### src/rtl/td4_core.sv
// -----------------------------------------------------------------------------
// td4_core
//   4-bit TD4-class CPU core. It executes one 8-bit instruction per clock.
//   Instructions come combinationally from an external asynchronous ROM that is
//   addressed by ip.
//
//   State: A, B (4-bit), carry C, ip (4-bit), output latch gpo (4-bit).
//
//   Ports:
//     clk    in   1  system clock, rising edge
//     rst_n  in   1  asynchronous active-low reset
//     op     in   8  instruction at address ip; op[7:4] opcode, op[3:0] immediate
//     gpi    in   4  general-purpose input, read by IN A / IN B
//     gpo    out  4  general-purpose output latch, written by OUT B / OUT Im
//     ip     out  4  instruction pointer
//
//   Optional feature, enabled with macro TD4_DEBUG_PORTS_EN:
//     dbg_a  out  4  register A
//     dbg_b  out  4  register B
//     dbg_c  out  1  carry flag
//   With the macro undefined these ports do not exist.
// -----------------------------------------------------------------------------
module td4_core (
    input  logic       clk,
    input  logic       rst_n,
    input  logic [7:0] op,
    input  logic [3:0] gpi,
    output logic [3:0] gpo,
    output logic [3:0] ip
`ifdef TD4_DEBUG_PORTS_EN
    ,
    output logic [3:0] dbg_a,
    output logic [3:0] dbg_b,
    output logic       dbg_c
`endif
);

    // Opcode encodings (op[7:4])
    localparam logic [3:0] OpAddA  = 4'b0000;
    localparam logic [3:0] OpMovAB = 4'b0001;
    localparam logic [3:0] OpInA   = 4'b0010;
    localparam logic [3:0] OpMovAI = 4'b0011;
    localparam logic [3:0] OpMovBA = 4'b0100;
    localparam logic [3:0] OpAddB  = 4'b0101;
    localparam logic [3:0] OpInB   = 4'b0110;
    localparam logic [3:0] OpMovBI = 4'b0111;
    localparam logic [3:0] OpOutB  = 4'b1001;
    localparam logic [3:0] OpOutI  = 4'b1011;
    localparam logic [3:0] OpJnc   = 4'b1110;
    localparam logic [3:0] OpJmp   = 4'b1111;

    logic [3:0] r_a;
    logic [3:0] r_b;
    logic       r_c;
    logic [3:0] r_ip;
    logic [3:0] r_gpo;

    logic [3:0] w_a_d;
    logic [3:0] w_b_d;
    logic       w_c_d;
    logic [3:0] w_ip_d;
    logic [3:0] w_gpo_d;

    logic [3:0] w_imm;
    logic [4:0] w_sum_a;
    logic [4:0] w_sum_b;

    assign w_imm   = op[3:0];
    assign w_sum_a = {1'b0, r_a} + {1'b0, w_imm};
    assign w_sum_b = {1'b0, r_b} + {1'b0, w_imm};

    // Next-state decode. Every instruction rewrites C. Only ADD can set it.
    // Unlisted opcodes, and X/Z on op, go to the default branch and act as NOP.
    always_comb begin
        w_a_d   = r_a;
        w_b_d   = r_b;
        w_c_d   = 1'b0;
        w_ip_d  = r_ip + 4'd1;
        w_gpo_d = r_gpo;
        case (op[7:4])
            OpAddA:  {w_c_d, w_a_d} = w_sum_a;
            OpAddB:  {w_c_d, w_b_d} = w_sum_b;
            OpMovAI: w_a_d = w_imm;
            OpMovBI: w_b_d = w_imm;
            OpMovAB: w_a_d = r_b;
            OpMovBA: w_b_d = r_a;
            OpInA:   w_a_d = gpi;
            OpInB:   w_b_d = gpi;
            OpOutB:  w_gpo_d = r_b;
            OpOutI:  w_gpo_d = w_imm;
            OpJmp:   w_ip_d = w_imm;
            // JNC tests the carry left by the previous instruction.
            OpJnc: begin
                if (!r_c) begin
                    w_ip_d = w_imm;
                end
            end
            default: ;
        endcase
    end

    always_ff @(posedge clk or negedge rst_n) begin
        if (!rst_n) begin
            r_a   <= 4'd0;
            r_b   <= 4'd0;
            r_c   <= 1'b0;
            r_ip  <= 4'd0;
            r_gpo <= 4'd0;
        end else begin
            r_a   <= w_a_d;
            r_b   <= w_b_d;
            r_c   <= w_c_d;
            r_ip  <= w_ip_d;
            r_gpo <= w_gpo_d;
        end
    end

    assign gpo = r_gpo;
    assign ip  = r_ip;

`ifdef TD4_DEBUG_PORTS_EN
    assign dbg_a = r_a;
    assign dbg_b = r_b;
    assign dbg_c = r_c;
`endif

endmodule

### config.mk
export PLATFORM = sky130hd
export DESIGN_NAME = td4_core
export DESIGN_NICKNAME = d
export VERILOG_FILES = /design/src/rtl/td4_core.sv
export SDC_FILE = /design/constraint.sdc
export NUM_CORES = 1
export LEC_CHECK = 0
export CAP_MARGIN = 15
export CORE_UTILIZATION = 55
export DETAILED_ROUTE_END_ITERATION = 8
export PLACE_DENSITY = 0.83
export SYNTH_ARGS = -nofsm -noshare
export SYNTH_HDL_FRONTEND = slang
export SYNTH_SLANG_ARGS = --single-unit
### constraint.sdc
create_clock -name clk -period 2.87 [get_ports clk]
set_input_delay 0.4305 -clock clk [delete_from_list [all_inputs] [get_ports clk]]
set_output_delay 0.4305 -clock clk [all_outputs]
set_load 0.02 [all_outputs]
; Word level (Yosys, flattened, before mapping)
; Index checks and enable logic that the tools add are counted.
[totals]
reg_bits = 17
in_bits = 14
[op_classes]
n_reduce_logical = 4
add_sub_neg = 3
eq_ne = 11
n_mux = 6
[ops]
columns = cell, count
row1 = 4-bit one-hot mux with 4 select lines, 2
row2 = "4-bit by 3-bit == test with 1-bit output, second input constant", 4
row3 = "4-bit == test, second input constant", 4
row4 = 4-bit one-hot mux with 2 select lines, 2
row5 = 4-bit by 4-bit adder with 5-bit output, 2
row6 = "4-bit by 2-bit == test with 1-bit output, second input constant", 2
row7 = 4-bit nonzero test, 2
row8 = "4-bit by 1-bit adder with 4-bit output, second input constant", 1
row9 = "4-bit by 1-bit == test with 1-bit output, second input constant", 1
row10 = 4-bit logical NOT, 1
row11 = 4-bit 2-to-1 mux, 1
row12 = 1-bit one-hot mux with 2 select lines, 1
row13 = 2-bit nonzero test, 1

; Longest topological paths before layout
; Gate-level depths: netlist of run 1.
[depth]
depth_word = 3
mapped_depth = 7
mapped_depth_nobuf = 7

; Worst setup path after synthesis of run 1
; OpenSTA, ideal clock, no wires.
[synth_path]
path_kind = input port to flip-flop
start = input port op[0]
end = register r_b[1]
arrival_time_ps = 1499
stages = 5
setup_time_ps = 82
path_slack_ps = 1289
n_path_buf = 0
cell_sequence = ha_1 > inv_1 > fa_1 > a211o_1 > a31oi_1
[synth_between]
elab_chain_len = 2
[synth_rtl]
columns = element, line_no
row1 = start: declaration, 26  ; input logic [7:0] op,
row2 = 4-bit by 4-bit adder with 5-bit output, 70  ; assign w_sum_b = {1'b0, r_b} + {1'b0, w_imm};
row3 = 4-bit one-hot mux with 4 select lines, 80  ; case (op[7:4])
row4 = end signal: assignment, 111  ; r_b <= w_b_d;
row5 = end: declaration, 53  ; logic [3:0] r_b;
; No other way between the ends.
; A chain may end at the register's enable or synchronous reset.

; Final worst setup path of run 1
[layout_path]
start = input port op[0]
end = register r_c
[layout_between]
elab_chain_len = 2
word_cells_on_any_way = 3
classes_between = 2 x add/sub / 1 x mux
[layout_rtl]
columns = element, line_no
row1 = "4-bit by 4-bit adder with 5-bit output, on equally long branches", "70, 69"
row2 = 1-bit one-hot mux with 2 select lines (*), 80
row3 = net w_c_d, 60  ; logic w_c_d;
row4 = end signal: assignment, 112  ; r_c <= w_c_d;
row5 = end: declaration, 54  ; logic r_c;
; The timed path passes the listed nets; every way through them passes the cells marked *.

==> results of run 1 <==
==> worst max-delay path by stage <==
stage	endpoint	depth (start not counted)	slack (ns)	startpoint
after floorplan	r_b[1]$_DFFE_PN0P_	5	1.29	op[0]
after global placement	r_c$_DFF_PN0_	8	0.58	op[0]
after detailed placement	r_c$_DFF_PN0_	8	0.52	op[0]
after CTS	r_c$_DFF_PN0_	8	0.80	op[0]
after global routing	r_c$_DFF_PN0_	8	0.69	op[0]
final	r_c$_DFF_PN0_	8	0.75	op[0]
==> power breakdown <==
group,total [uW],internal (uW),leakage (uW),switching [uW]
registers,353,301,0.000204,52.4
clock network,133,51.8,0.0000177,81.3
logic,393,200,0.000424,192
==> cell usage after synthesis, drive strengths merged <==
| library cell | count |
|---|---|
| buf | 4 |
| o211ai | 4 |
| a21oi | 6 |
| or2b | 1 |
| o21ai | 10 |
| o21a | 3 |
| or4 | 1 |
| or4b | 1 |
| nor2b | 3 |
| and3 | 1 |
| nor2 | 9 |
| a211o | 1 |
| o221ai | 1 |
| xor2 | 3 |
| fa | 2 |
| nand4b | 2 |
| nand2 | 17 |
| nand3b | 1 |
| a21o | 2 |
| inv | 6 |
| a31oi | 1 |
| a221oi | 1 |
| ha | 9 |
| and2b | 1 |
| mux4 | 2 |
| a211oi | 1 |
| dfrtp | 17 |
| mux2i | 5 |
| nand3 | 3 |
| mux2 | 4 |
| xnor2 | 1 |
==> per-stage QoR <==
step           instances  worst slack, ns
2_1_floorplan        123             1.29
3_3_place_gp         170            0.583
3_5_place_dp         170            0.525
4_1_cts              174            0.801
5_1_grt              174            0.692
6_report             174            0.750
==> critical path, stage by stage <==
cell and delay, ns:
clkdlybuf4s50_1 0.59, ha_1 0.22, inv_1 0.06, fa_1 0.39
nor2b_1 0.14, o21a_1 0.13, o211ai_1 0.08, a211oi_1 0.27
==> metal layers <==
layer	up-vias	part of all wire	GRT usage
li1	495	-	-
met3	4	0.032	0.0314
met4	0	0.0083	0.113
met1	484	0.44	0.324
met2	32	0.52	0.460
met5	-	0	0
==> registers in the layout (all words and copies together) (netlist names) <==
| signal | cells |
|---|---|
| r_b | 4 |
| ip | 4 |
| r_a | 4 |
| gpo | 4 |
| r_c | 1 |
==> logic make-up (layout without fill, tap and decap cells) <==
logic type / count (synthesis) / count (layout) / share of synthesized area
compound gates: 30 / 30 / 0.158
simple gates: 40 / 40 / 0.170
fa+ha+maj: 11 / 11 / 0.129
mux: 11 / 11 / 0.118
flops: 17 / 17 / 0.359
xor+xnor: 4 / 4 / 0.0296
buf+inv: 10 / 34 / 0.0359
==> area by class of cell <==
type                    count  area [um^2]
multi-input cells          96          717
inverters                   6         22.5
clock inverters             1         5.00
flip-flops and latches     17          425
repair buffers             24          233
clock buffers               3         22.5
fillers                   143          543
well taps                  27         33.8
==> metrics, run 1 <==
critical path launch point type=primary input; aggregate routed wire length=2650 um; Crit Reg-Reg Startpoint=r_b[0]$_DFFE_PN0P_; Setup Total Neg Slack=0 ns; path category of the worst min-delay check=reg2reg; global placer's final weighted congestion=0.864; H-tree Lvls=1; maximum number of pins on one net before global-route repair=18; min cycle time layout=2.12 ns; antenna diode count=0; drt initial violations=13; first-pass GRT wire length=4600 um; buffers inserted during post-CTS setup optimization=0; number of buffers on the longest clock path=2; relative slew slack=0.465; required time of the critical path=slightly above 3 ns; gr ovfl total=0; endpoint type of the worst setup path=flop; Clock Sink Count=17; vias per inst=roughly 5.8; synthesized instance count=123; number of antenna violations at the first check in global routing=0; status=finished clean; post-cts repair resize count=0; Data arrival, critical path=roughly 2.3 ns; via count=1015; post-synth design cell area=roughly 1200 um^2; final setup vio count=0; CTS tree=built; final hold slack=0.495 ns; number of distinct standard cells referenced by the synthesized netlist=32; start point of the worst min-delay path=gpo[1]$_DFFE_PN0P_; Die Footprint=between 2000 and 2500 um^2; drt wl/cell=15.2 um; Critical Path Fanout Max=6; hold path cells=2; number of max-slew violations in the final report=0; half-perimeter wire length of the detailed placement result=~2100 um; static leakage power=0.000646 uW; achievable clock frequency=between 400 and 500 MHz; number of input and output port buffers inserted=21; yosys synthesis warning count=0; transition time at the pin with the least slew margin=0.800 ns; overall global routing resource usage=0.262; number of iterations in the first detailed-routing pass=4; Die Y-Extent=48.4 um; top-area cell type share of the netlist area=0.359; final hold viol count=0; max-cap check violation count=0; clk_lat worst skew=0.29 ns; number of placement rows=16; DRT antenna net count=0; count of nets after finishing=173; cell at the root of the clock tree=clkbuf_4; clock-pin slew on the worst setup and hold paths=about 0.10 ns; area growth from synthesis to layout=23.1%; commonest cells after routing, fill and taps aside=clkdlybuf4s50_1 (21), nand2_1 (17), dfrtp_1 (17); power density over cell area=602 nW/um^2; number of top-level design ports=22; worst-case clock skew=0.00534 ns; utilization after layout=0.729; syn_nets=~150; endpoint of the worst hold-timing path=gpo[1]$_DFFE_PN0P_; top cells by area, synth=dfrtp_1 (36%), ha_1 (9.5%), nand2_1 (5.4%); unrepaired setup endpoints after global routing=no; most common cell after layout, fill and taps aside=clkdlybuf4s50_1; number of global-route vias before repair=~990; dominant cell type by area after synthesis=dfrtp_1; total placed instance area=approximately 1400 um^2; number of buffers added by the clock tree synthesis step=3; share of final-layout standard cells stronger than drive strength 1=0.109; worst flop-to-flop path endpoint=r_c$_DFF_PN0_; power after layout=a little under 900 uW; Seq cells post-synth=17; die outline width=48.4 um; Hold Buf Count CTS=0; number of DRC violations after detailed routing=0; slack of the worst reg-to-reg path=1.11 ns; Placeable Area=2000 um^2; WS Path Type=in2reg; Final Cell Area=1460 um^2; final critical-path share of the clock period=0.739; sequential fraction of the synthesis area=0.359; maximum vdd ir drop=roughly 0.00044 V; average footprint of a synthesized cell=9.63 um^2; starting density of the core=0.592; number of cells on the worst reg-to-reg path=7
No activity file was read; power rests on OpenSTA's default activity.
==> inputs of run 2 (changes only) <==
- CORE_UTILIZATION: 55 -> 46
- PLACE_DENSITY: 0.83 -> 0.74
- clock period: 2.87 -> 1.7 ns (I/O delays scaled with it)
==> run 2 against run 1 <==
  * Highest routed layer unchanged
  * Non-clock buffer count grew 26
  * Critical path depth shrank 1
  * Critical path type is now reg2reg
  * Global-route usage shrank 2.1 points
==> metrics, run 2 (synthesized netlist as in run 1, its figures left out) <==
relative contribution of sequential cells to total power=0.377 (-0.025); via count=1094 (+7.8%); Die Y-Extent=52.8 um (+9.0%); final setup vio count=0 (unchanged); number of iterations in the first detailed-routing pass=4 (unchanged); max-cap check violation count=0 (unchanged); first-pass GRT wire length=4740 um (+3.2%); cell at the root of the clock tree=clkbuf_4; DRT antenna net count=0 (unchanged); number of buffers on the longest clock path=2 (unchanged); area used by multi-input combinational logic=727 um^2 (+1.4%); most common cell after layout, fill and taps aside=buf_4; Clock Sink Count=17 (unchanged); path category of the worst min-delay check=in2async; final critical-path share of the clock period=0.986; final hold viol count=0 (unchanged); achievable clock frequency=597 MHz; Critical Path Fanout Max=4 (-2); number of placement rows=18 (+2); worst setup slack after placement=-0.395 ns (-0.920 ns); Die Footprint=2780 um^2 (+19%); antenna diode count=0 (unchanged); commonest cells after routing, fill and taps aside=buf_4 (29), clkdlybuf4s50_1 (19), nand2_1 (17), dfrtp_1 (17), o21ai_0 (10); maximum number of pins on one net before global-route repair=18 (unchanged); number of max-slew violations in the final report=0 (unchanged); static leakage power=0.000772 uW (+19%); number of buffers added by the clock tree synthesis step=3 (unchanged); global placer's final weighted congestion=0.824 (-4.6%); aggregate routed wire length=2950 um (+11%); gr ovfl total=0 (unchanged); final worst slack=0.0239 ns (-0.726 ns); unrepaired setup endpoints after global routing=yes; Data arrival, critical path=1.87 ns (-0.44 ns); clock-pin slew on the worst setup and hold paths=0.11 ns (about the same); vias per inst=5.39 (-7.6%); required time of the critical path=1.90 ns (-1.16 ns); overall global routing resource usage=0.241 (-0.0208); internal power of the cells=1000 uW (+81%); min cycle time layout=1.68 ns; Switching Fraction=0.368 (-0.00256); drt wl/cell=14.5 um (-4.5%); area growth from synthesis to layout=40.5%; number of top-level design ports=22 (unchanged); drt initial violations=8 (-5); count of nets after finishing=199 (+15%); number of antenna violations at the first check in global routing=0 (unchanged); maximum vdd ir drop=0.000924 V (+110%); clock share of power=0.149 (-0.002); status=finished clean; half-perimeter wire length of the detailed placement result=2320 um (+11%); number of input and output port buffers inserted=21 (unchanged); endpoint type of the worst setup path=flop; starting density of the core=0.483 (-0.109); share of power burned in combinational logic=0.474 (+0.027); power density over cell area=951 nW/um^2 (+58%); number of filler instances in the final layout=192 (+34%); worst-case clock skew=0.00390 ns (-0.00143 ns); H-tree Lvls=1 (unchanged); WS Path Type=reg2reg; transition time at the pin with the least slew margin=0.379 ns (-0.420 ns); utilization after layout=0.678 (-0.0504); CTS tree=built; Placeable Area=2450 um^2 (+23%); flip-flop and latch area=425 um^2 (unchanged); die outline width=52.8 um (+9.0%); number of DRC violations after detailed routing=0 (unchanged); critical path launch point type=flop; switching power summed over all nets=584 uW (+79%); share of final-layout standard cells stronger than drive strength 1=0.272 (+0.163); relative slew slack=0.746 (+0.281); number of global-route vias before repair=1098 (+11%); clk_lat worst skew=0.30 ns (about the same)
run 2: changes by cell type in the layout (fill, tap and decap cells not counted), sizes merged:
cell / previous run / this run
buf: 3 / 29
clkdlybuf4s50: 21 / 19
dlygate4sd2: 0 / 2
run 2: final timing paths:
kind | from | end | slack [ns] | depth (start not counted)
min in group clk | gpo[0]$_DFFE_PN0P_ | gpo[0]$_DFFE_PN0P_ | 0.49 | 2
worst max-delay path | r_b[0]$_DFFE_PN0P_ | r_b[2]$_DFFE_PN0P_ | 0.02 | 7
worst min register to register | gpo[0]$_DFFE_PN0P_ | gpo[0]$_DFFE_PN0P_ | 0.49 | 2
worst max register to register | r_b[0]$_DFFE_PN0P_ | r_b[2]$_DFFE_PN0P_ | 0.02 | 7
worst min-delay path | rst_n | r_b[0]$_DFFE_PN0P_ | 0.26 | 2
max in group asynchronous | rst_n | r_b[2]$_DFFE_PN0P_ | 1.24 | 2
run 2: cell type report:
type,count,share of cell area
Clock buffer,3,0.0135
Clock inverter,1,0.00301
Inverter,6,0.0135
Multi-Input combinational cell,96,0.437
Sequential cell,17,0.255
Tap cell,30,0.0225
Timing Repair Buffer,50,0.255
run 2: power by group through the flow:
stage	clock [uW]	combinational [uW]	sequential, uW
floorplan	0	329	664
global placement	0	707	598
detailed placement	0	734	604
CTS	243	740	595
global route	264	824	606
finish	237	751	596
run 2: critical path: stages (launching register included):
cell,delay [ns]
dfrtp_1,0.42
ha_2,0.21
inv_2,0.04
fa_2,0.34
xor2_1,0.18
a21oi_1,0.09
o211ai_1,0.20
nand2_1,0.08
run 2: layer usage:
layer  GRT usage  wire, um
met1       0.292      1400
met2       0.411      1440
met3      0.0377        73
met4       0.114        46
met5           0         0
run 2: metrics by stage:
step	hold WS, ns	std cells	total power (uW)	area [um^2]	TNS, ns
2_1_floorplan	-0.0406	123	993	1180	0
3_3_place_gp	0.461	198	1300	1620	-2.03
3_5_place_dp	0.472	198	1340	1620	-2.48
4_1_cts	0.261	202	1580	1650	0
5_1_grt	0.292	203	1690	1670	-0.0890
6_report	0.262	203	1580	1670	0
run 2: timing repair:
action	4_1_cts	5_1_grt
gates resized for setup	2	5
hold buffers	0	0
buffers inserted	0	1
endpoints found under the hold margin	0	0
pin swaps	0	6
cloned	0	0
endpoints found under the setup margin	4	4
==> inputs of run 3 (changes only) <==
- CORE_UTILIZATION: 46 -> 51
- PLACE_DENSITY: 0.74 -> 0.78
- clock period: 1.7 -> 1.9 ns (I/O delays scaled with it)
==> run 3 against run 2 <==
  * Clock power decreased by 13%
  * Count of clock-buffer cells in the layout unchanged
  * Clock skew decreased by 0.0016 ns
  * Utilization increased by 4.3 points
  * First-iteration DRC count increased to 3.1 times the previous value
  * Worst setup slack improved by 0.057 ns
  * Register-to-register slack improved by 0.18 ns
  * Global-route usage increased by 1.0 points
  * Sequential cell count unchanged
  * Final area decreased by 5.1%
  * Combinational power decreased by 16%
  * Largest power group unchanged
==> metrics, run 3 (synthesized netlist as in run 1, its figures left out) <==
status=finished clean; WS Path Type=in2reg; min cycle time layout=1.82 ns; number of max-slew violations in the final report=0 (unchanged); global placer's final weighted congestion=0.783 (-5.0%); DRT antenna net count=0 (unchanged); final worst slack=0.0805 ns (+0.0567 ns); worst-case clock skew=0.00228 ns (-0.00162 ns); path category of the worst min-delay check=in2async; H-tree Lvls=1 (unchanged); via count=1063 (-2.8%); Die Y-Extent=50.2 um (-4.8%); vias per inst=5.59 (+3.8%); maximum vdd ir drop=0.000730 V (-21%); final setup vio count=0 (unchanged); number of input and output port buffers inserted=21 (unchanged); achievable clock frequency=550 MHz; worst setup slack after placement=-0.225 ns (+0.170 ns); Die Footprint=2520 um^2 (-9.4%); Hold Buf Count CTS=0 (unchanged); number of global-route vias before repair=1032 (-6.0%); post-cts repair resize count=0 (-2); number of placement rows=17 (-1); endpoint type of the worst setup path=flop; area growth from synthesis to layout=33.4%; starting density of the core=0.541 (+0.0582); clock-pin slew on the worst setup and hold paths=0.11 ns (about the same); number of buffers on the longest clock path=2 (unchanged); relative slew slack=0.765 (+0.0188); gr ovfl total=0 (unchanged); count of nets after finishing=188 (-5.5%); Clock Sink Count=17 (unchanged); Data arrival, critical path=2.04 ns (+0.17 ns); maximum number of pins on one net before global-route repair=18 (unchanged); buffers inserted during post-CTS setup optimization=0 (unchanged); power density over cell area=867 nW/um^2 (-8.9%); drt wl/cell=15.1 um (+3.6%); CTS tree=built; half-perimeter wire length of the detailed placement result=2240 um (-3.8%); critical path launch point type=primary input; cell at the root of the clock tree=clkbuf_4; unrepaired setup endpoints after global routing=no; number of top-level design ports=22 (unchanged); transition time at the pin with the least slew margin=0.351 ns (-0.0281 ns); share of final-layout standard cells stronger than drive strength 1=0.204 (-0.0680); Setup Total Neg Slack=0 ns (unchanged); drt initial violations=25 (+17); final critical-path share of the clock period=0.958; most common cell after layout, fill and taps aside=clkdlybuf4s50_1; number of buffers added by the clock tree synthesis step=3 (unchanged); overall global routing resource usage=0.251 (+0.0102); required time of the critical path=2.12 ns (+0.22 ns); Placeable Area=2190 um^2 (-11%); aggregate routed wire length=2860 um (-3.0%); Critical Path Fanout Max=3 (-1); first-pass GRT wire length=4620 um (-2.6%); number of iterations in the first detailed-routing pass=4 (unchanged); static leakage power=0.000718 uW (-6.9%); number of DRC violations after detailed routing=0 (unchanged); max-cap check violation count=0 (unchanged); clk_lat worst skew=0.30 ns (about the same); commonest cells after routing, fill and taps aside=clkdlybuf4s50_1 (21), buf_4 (18), nand2_1 (17), dfrtp_1 (17), o21ai_0 (10); die outline width=50.2 um (-4.8%); antenna diode count=0 (unchanged); final hold viol count=0 (unchanged); number of antenna violations at the first check in global routing=0 (unchanged)
==> run 3: cell count changes in the layout (fill, tap and decap cells not counted), sizes merged <==
cell,change
dlygate4sd2,-2
buf,-11
clkdlybuf4s50,+2
==> run 3: area by class of cell <==
| type | instances | area [um^2] |
|---|---|---|
| Multi-Input combinational cell | 96 | 724 |
| Fill cell | 169 | 611 |
| Sequential cell | 17 | 425 |
| Timing Repair Buffer | 39 | 345 |
| Tap cell | 28 | 35.0 |
| Clock buffer | 3 | 22.5 |
| Inverter | 6 | 22.5 |
| Clock inverter | 1 | 5.00 |
==> run 3: per-stage QoR <==
step	power, uW	hold WS (ns)	instance area (um^2)	cells	util
detailed placement	1170	0.470	1550	186	0.705
finish	1370	0.308	1580	190	0.721
global placement	1140	0.463	1550	186	0.705
floorplan	889	-0.0106	1180	123	-
global route	1450	0.335	1580	190	0.721
CTS	1370	0.318	1570	190	0.718
==> run 3: final timing paths <==
path	startpoint	end	slack (ns)	cells past startpoint
worst max-delay path	op[0]	r_c$_DFF_PN0_	0.08	8
worst min-delay path	rst_n	r_a[0]$_DFFE_PN0P_	0.31	2
worst max register to register	r_b[0]$_DFFE_PN0P_	r_c$_DFF_PN0_	0.20	7
worst min register to register	gpo[0]$_DFFE_PN0P_	gpo[0]$_DFFE_PN0P_	0.49	2
max in group asynchronous	rst_n	r_b[3]$_DFFE_PN0P_	1.39	2
min in group clk	gpo[0]$_DFFE_PN0P_	gpo[0]$_DFFE_PN0P_	0.49	2
==> run 3: worst max-delay path, cell delays in order <==
cell             delay, ns
clkdlybuf4s50_1       0.53
ha_1                  0.20
inv_1                 0.06
fa_1                  0.40
nor2b_1               0.14
o21a_1                0.11
o21ai_0               0.09
a211oi_2              0.22
==> run 3: where the power goes <==
part	leakage, uW	internal, uW	switching (uW)	total, uW
clock network	0.0000177	78.4	128	206
registers	0.000204	454	80.9	535
logic	0.000497	331	298	628
==> run 3: layer usage <==
metal,GRT usage,routed length (um),vias up
met3,0.0394,147,6
li1,-,-,515
met4,0.0857,40,0
met1,0.321,1290,503
met5,0,0,-
met2,0.429,1380,39
